### config.mk
export PLATFORM = sky130hd
export DESIGN_NAME = fust_s_param
export DESIGN_NICKNAME = d
export VERILOG_FILES = /design/src/rtl/datapath_pkg.sv /design/src/rtl/fust_s_row.sv /design/src/rtl/fust_s_param.sv
export SDC_FILE = /design/constraint.sdc
export NUM_CORES = 1
export LEC_CHECK = 0
export CAP_MARGIN = 25
export CORE_ASPECT_RATIO = 0.9
export CORE_MARGIN = 2
export CORE_UTILIZATION = 45
export DETAILED_ROUTE_END_ITERATION = 12
export PLACE_DENSITY = 0.77
export SLEW_MARGIN = 25
export SYNTH_ARGS = -nofsm -noshare
export SYNTH_HDL_FRONTEND = slang
export SYNTH_SLANG_ARGS = --single-unit
### constraint.sdc
create_clock -name CLK -period 2.3 [get_ports CLK]
set_input_delay 0.345 -clock CLK [delete_from_list [all_inputs] [get_ports CLK]]
set_output_delay 0.345 -clock CLK [all_outputs]
set_load 0.03 [all_outputs]
### src/rtl/datapath_pkg.sv
// Shared types for the scalar functional-unit status table.
package datapath_pkg;

    // Producer tag value meaning "operand already available".
    localparam int TAG_READY = 0;

    typedef enum logic [1:0] {
        IDLE  = 2'd0,
        WAIT  = 2'd1,
        READY = 2'd2
    } row_state_e;

    typedef enum logic [1:0] {
        FU_ALU = 2'd0,
        FU_SLS = 2'd1,
        FU_BR  = 2'd2
    } fu_scalar_t;

    typedef struct packed {
        logic [6:0]  op;
        logic [4:0]  rd;
        logic [4:0]  rs1;
        logic [4:0]  rs2;
        logic [31:0] imm;
        logic [9:0]  rsvd;
    } fust_s_row_t;

    localparam int FUST_S_ROW_W = $bits(fust_s_row_t);

endpackage

### src/rtl/fust_s_row.sv
// One row of the scalar FU status table: holds a dispatched op until both
// source tags are woken, then offers it to the FU until accepted.
//
// state | meaning
// ------+-------------------------------------------------------------
// IDLE  | row free; tags, spec and payload held at zero
// WAIT  | op stored, at least one source tag still pending
// READY | both tags clear; iss_valid asserted, payload stable until fire
module fust_s_row
    import datapath_pkg::*;
#(
    parameter int TAG_W = 2,
    parameter int ROW_W = 64
) (
    input  logic             CLK,
    input  logic             nRST,
    input  logic             disp_we,
    input  logic [ROW_W-1:0] disp_row,
    input  logic [TAG_W-1:0] disp_t1,
    input  logic [TAG_W-1:0] disp_t2,
    input  logic             disp_spec,
    input  logic             wb_valid,
    input  logic [TAG_W-1:0] wb_tag,
    input  logic             flush,
    input  logic             resolved,
    input  logic             iss_ready,
    output logic             busy,
    output logic             iss_valid,
    output logic [ROW_W-1:0] row,
    output logic [TAG_W-1:0] t1,
    output logic [TAG_W-1:0] t2
);

    localparam logic [TAG_W-1:0] TAG_ZERO = TAG_W'(TAG_READY);

    row_state_e       state_q, state_d;
    logic             spec_q, spec_d;
    logic [TAG_W-1:0] t1_q, t1_d;
    logic [TAG_W-1:0] t2_q, t2_d;
    logic [ROW_W-1:0] row_q, row_d;
    logic             busy_q, busy_d;
    logic             iss_valid_q, iss_valid_d;
    logic             wb_en;

    // Next-state: dispatch with bypass, wakeup, issue fire, then flush kill on top.
    always_comb begin
        state_d = state_q;
        spec_d  = spec_q & ~(resolved & ~flush);
        t1_d    = t1_q;
        t2_d    = t2_q;
        row_d   = row_q;
        wb_en   = wb_valid && (wb_tag != TAG_ZERO);

        case (state_q)
            IDLE: begin
                // A speculative op arriving during a mispredict is already dead.
                if (disp_we && !(flush && disp_spec)) begin
                    t1_d    = (wb_en && disp_t1 == wb_tag) ? TAG_ZERO : disp_t1;
                    t2_d    = (wb_en && disp_t2 == wb_tag) ? TAG_ZERO : disp_t2;
                    row_d   = disp_row;
                    spec_d  = disp_spec & ~resolved;
                    state_d = (t1_d == TAG_ZERO && t2_d == TAG_ZERO) ? READY : WAIT;
                end
            end
            WAIT: begin
                if (wb_en && t1_q == wb_tag) t1_d = TAG_ZERO;
                if (wb_en && t2_q == wb_tag) t2_d = TAG_ZERO;
                if (t1_d == TAG_ZERO && t2_d == TAG_ZERO) state_d = READY;
            end
            READY: begin
                if (iss_ready) begin
                    state_d = IDLE;
                    spec_d  = 1'b0;
                    t1_d    = TAG_ZERO;
                    t2_d    = TAG_ZERO;
                    row_d   = '0;
                end
            end
            default: state_d = IDLE;
        endcase

        // Fire and kill both end in IDLE, so a firing speculative row needs no special case.
        if (flush && spec_q && state_q != IDLE) begin
            state_d = IDLE;
            spec_d  = 1'b0;
            t1_d    = TAG_ZERO;
            t2_d    = TAG_ZERO;
            row_d   = '0;
        end

        busy_d      = (state_d != IDLE);
        iss_valid_d = (state_d == READY);
    end

    // Row state registers.
    always_ff @(posedge CLK or negedge nRST) begin
        if (!nRST) begin
            state_q     <= IDLE;
            spec_q      <= 1'b0;
            t1_q        <= '0;
            t2_q        <= '0;
            row_q       <= '0;
            busy_q      <= 1'b0;
            iss_valid_q <= 1'b0;
        end else begin
            state_q     <= state_d;
            spec_q      <= spec_d;
            t1_q        <= t1_d;
            t2_q        <= t2_d;
            row_q       <= row_d;
            busy_q      <= busy_d;
            iss_valid_q <= iss_valid_d;
        end
    end

    assign busy      = busy_q;
    assign iss_valid = iss_valid_q;
    assign row       = row_q;
    assign t1        = t1_q;
    assign t2        = t2_q;

endmodule

### src/rtl/fust_s_param.sv
// Scalar functional-unit status table: NUM_FU rows, one per scalar FU.
// Decodes the dispatch target and fans shared wakeup/flush controls to every row.
module fust_s_param
    import datapath_pkg::*;
#(
    parameter int NUM_FU = 3,
    parameter int TAG_W  = 2,
    parameter int ROW_W  = FUST_S_ROW_W,
    parameter int IDX_W  = (NUM_FU > 1) ? $clog2(NUM_FU) : 1
) (
    input  logic                    CLK,
    input  logic                    nRST,
    input  logic                    disp_en,
    input  logic [IDX_W-1:0]        disp_fu,
    input  logic [ROW_W-1:0]        disp_row,
    input  logic [TAG_W-1:0]        disp_t1,
    input  logic [TAG_W-1:0]        disp_t2,
    input  logic                    disp_spec,
    output logic [NUM_FU-1:0]       disp_ready,
    input  logic                    wb_valid,
    input  logic [TAG_W-1:0]        wb_tag,
    input  logic                    flush,
    input  logic                    resolved,
    output logic [NUM_FU-1:0]       iss_valid,
    input  logic [NUM_FU-1:0]       iss_ready,
    output logic [NUM_FU*ROW_W-1:0] iss_row,
    output logic [NUM_FU-1:0]       out_busy,
    output logic [NUM_FU*TAG_W-1:0] out_t1,
    output logic [NUM_FU*TAG_W-1:0] out_t2
);

    logic [NUM_FU-1:0] disp_we;

    // Busy rows never take a dispatch, which also covers rows firing this cycle.
    assign disp_ready = ~out_busy;

    for (genvar i = 0; i < NUM_FU; i++) begin : g_row
        assign disp_we[i] = disp_en && (disp_fu == IDX_W'(i)) && !out_busy[i];

        fust_s_row #(
            .TAG_W (TAG_W),
            .ROW_W (ROW_W)
        ) u_row (
            .CLK       (CLK),
            .nRST      (nRST),
            .disp_we   (disp_we[i]),
            .disp_row  (disp_row),
            .disp_t1   (disp_t1),
            .disp_t2   (disp_t2),
            .disp_spec (disp_spec),
            .wb_valid  (wb_valid),
            .wb_tag    (wb_tag),
            .flush     (flush),
            .resolved  (resolved),
            .iss_ready (iss_ready[i]),
            .busy      (out_busy[i]),
            .iss_valid (iss_valid[i]),
            .row       (iss_row[i*ROW_W +: ROW_W]),
            .t1        (out_t1[i*TAG_W +: TAG_W]),
            .t2        (out_t2[i*TAG_W +: TAG_W])
        );
    end

endmodule

==> results.sh <==
export IMPL_outcome="finished clean"
export IMPL_muxShareOfSynthArea_pct=0
export IMPL_period_share_pct=92.2
export IMPL_max_freq_mhz=471
export IMPL_gp_congestion=0.851
export IMPL_async_reset_ff_share_pct=100
export IMPL_fp_row_count=51
export IMPL_crit_arrival_ps=2540
export IMPL_antenna_found_initial=0
export IMPL_clk_pin_slew_ps=60
export IMPL_clock_latency_ps=520
export IMPL_dieHeight_um=146
export IMPL_grt_max_degree=68
export IMPL_final_area_um2=14600
export IMPL_slowest_stage="dfrtp_1"
export IMPL_synthAdderAreaFrac_pct=1.87
export IMPL_pin_count=295
export IMPL_antenna_left=0
export IMPL_required_ps=2720
export IMPL_wl_um=30900
export IMPL_grt_setup_unrepaired="false"
export IMPL_worstMarginPinSlew_ps=510
export IMPL_post_route_min_period_ps=2120
export IMPL_synth_xor_area_share_pct=1.05
export IMPL_cp_max_fo=27
export IMPL_clockRootBuffer="clkbuf_16"
export IMPL_wl_per_cell_um=17.9
export IMPL_power_switching_mw=11.0
export IMPL_first_pass_iters=5
export IMPL_pwr_share_seq_pct=27.3
export IMPL_die_area_um2=23500
export IMPL_p_leak_nw=6.65
export IMPL_max_stage_delay_ps=460
export IMPL_tns_ps=0
export IMPL_power_frac_clock_pct=16.7
export IMPL_die_w_um=161
export IMPL_synth_main_ff_cell="dfrtp_1"
export IMPL_syn_nets=1207
export IMPL_cts_sinks=219
export IMPL_postCtsSetupBuffers=0
export IMPL_final_cell_mix="293 x clkdlybuf4s50_1, 219 x dfrtp_1, 194 x nand3_1, 149 x o21ai_0, 146 x nand2_1"
export IMPL_drive_above_1_share_pct=9.26
export IMPL_synth_edff_count=0
export IMPL_maxCapViolations=0
export IMPL_ys_ff_latch=219
export IMPL_finalHoldViolCount=0
export IMPL_place_hpwl_um=21500
export IMPL_ys_warn_count=0
export IMPL_drt_iter0_drc=712
export IMPL_num_vias=9245
export IMPL_seq_area_frac_synth_pct=54.7
export IMPL_power_density_nw_per_um2=1690
export IMPL_pwr_share_comb_pct=56.0
export IMPL_final_nets=1517
export IMPL_fp_coreArea_um2=21800
export IMPL_path_common_cell="buf_12"
export IMPL_criticalPathCategory="reg -> reg"
export IMPL_vdd_ir_drop_max_mv=0.834
export IMPL_drc_errors=0
export IMPL_syn_to_final_growth_pct=46.0
export IMPL_numCtsBuffers=24
export IMPL_skew_ps=14.2
export IMPL_place_area_um2=13700
export IMPL_hp_class="in -> async"
export IMPL_synth_compound_area_share_pct=13.3
export IMPL_swShare_pct=44.5
export IMPL_synth_cells=1110
export IMPL_netlist_area_um2=10000
export IMPL_worst_setup_path_end_kind="flop"
export IMPL_cp_cell_sequence="inv_1 -> ha_2 -> nand3b_1 -> o21ai_1 -> a21boi_4 -> buf_12 -> buf_12 -> nand3_1 -> o21ai_0"
export IMPL_worst_setup_path_start_kind="flop"
export IMPL_avgSynthCellArea_um2=9.02
export IMPL_gr_total_overflow=0
export IMPL_synth_cell_type_count=51
export IMPL_port_buffer_count=294
export IMPL_htreeDepth=1
export IMPL_track_usage_pct=25.9
export IMPL_viasPerCell=5.35
export IMPL_initial_utilization_pct=46.0
export IMPL_cts_tree="built"
export IMPL_grt_pass1_vias=8902
export IMPL_setup_violations=0
export IMPL_p_int_mw=13.7
export IMPL_synth_top_family_by_area="simple AND/OR/NAND/NOR gates"
export IMPL_yosys_area_share_simple_pct=20.3
export IMPL_grt_pass1_wl_um=49200
export IMPL_maxSlewViolCount=0
export IMPL_n_antenna_cell=0
export IMPL_max_slew_margin_pct=65.1
export IMPL_cts_buffer_depth=3
export IMPL_final_common_cell="clkdlybuf4s50_1"
worst max-delay path: cells and delay by family (launching register included):
kind | cells | cell delay [ps]
simple gates | 2 | 290
compound gates | 3 | 520
flops | 1 | 460
fa+ha+maj | 1 | 250
buf+inv | 3 | 490
synthesized netlist by cell type (6+ instances only):
master | number | area share [%]
or2_2 | 9 | 0.56
and3_1 | 12 | 0.75
buf_2 | 24 | 1.2
nand3_1 | 194 | 9.7
o21a_1 | 8 | 0.60
nor3_1 | 13 | 0.65
o221ai_1 | 7 | 0.61
nand2_1 | 146 | 5.5
inv_1 | 143 | 5.4
buf_4 | 6 | 0.45
clkbuf_1 | 47 | 1.8
nor2b_1 | 10 | 0.62
xor2_1 | 8 | 0.70
nor2_1 | 16 | 0.60
dfrtp_1 | 219 | 55
o21ai_0 | 150 | 7.5
ha_1 | 15 | 1.9
registers in the layout, summed over array words and instances (netlist names):
name,cells
g_row.u_row.row,192
g_row.u_row.state_q,6
g_row.u_row.t1,6
g_row.u_row.t2,6
g_row.u_row.busy,3
g_row.u_row.iss_valid,3
g_row.u_row.spec_q,3
repair_timing:
item,CTS,global route
resized for setup,0,5
endpoints found under the setup margin,0,115
hold buffers,1,0
endpoints found under the hold margin,53,0
path summary, 6_finish.rpt:
check / start / endpoint / depth (start not counted) / slack (ps)
setup / recovery: g_row[2].u_row.state_q[1] / g_row[2].u_row.row[38] / 9 / 180
hold / removal: nRST / g_row[0].u_row.row[28] / 2 / 370
setup reg to reg: g_row[2].u_row.state_q[1] / g_row[2].u_row.row[38] / 9 / 180
hold reg to reg: g_row[1].u_row.row[42] / g_row[1].u_row.row[42] / 2 / 460
max in group asynchronous: nRST / g_row[1].u_row.row[48] / 3 / 1160
min in group CLK: disp_row[20] / g_row[1].u_row.row[20] / 3 / 450
layer usage:
metal	share of wire [%]	vias up	global-route usage (%)
met2	47	378	42.4
li1	-	4350	-
met1	43	4455	35.7
met3	6.1	62	3.70
met4	3.7	0	8.93
met5	0	-	0
layout make-up:
type | instances | area (µm²)
flip-flops and latches | 219 | 5480
well taps | 291 | 364
clock buffers | 33 | 694
multi-input cells | 671 | 3710
repair buffers | 361 | 3680
inverters | 143 | 537
clock inverters | 9 | 159
fillers | 1714 | 7140
kinds of logic (layout without fill, tap and decap cells):
family | after synthesis | after routing
xor gates and xnor gates | 12 | 12
adders and majority gates | 15 | 15
buffers and inverters | 220 | 546
DFF | 219 | 219
AOI/OAI and AO/OA | 220 | 220
and+or+nand+nor | 424 | 424
power groups by stage:
| stage | Clock [mW] | Combinational, mW | Sequential (mW) |
|---|---|---|---|
| final | 4.12 | 13.8 | 6.74 |
| after global routing | 4.35 | 14.8 | 6.96 |
| after global placement | 0 | 13.5 | 6.72 |
| after CTS | 4.18 | 13.9 | 6.74 |
| after floorplan | 0 | 4.62 | 9.82 |
| after detailed placement | 0 | 13.8 | 6.77 |
per-stage QoR:
stage               std cells  setup WS, ps  hold WS [ps]  total power [mW]  util [%]
global placement         1684          -255           366              20.2      63.2
global route             1727          12.0           405              26.1      67.2
floorplan                1110           268          49.4              14.4         -
CTS                      1727          74.2           378              24.8      67.1
detailed placement       1684          -374           366              20.5      63.2
finish                   1727           179           367              24.7      67.2
Note: power is estimated with default switching activity, not from simulation.
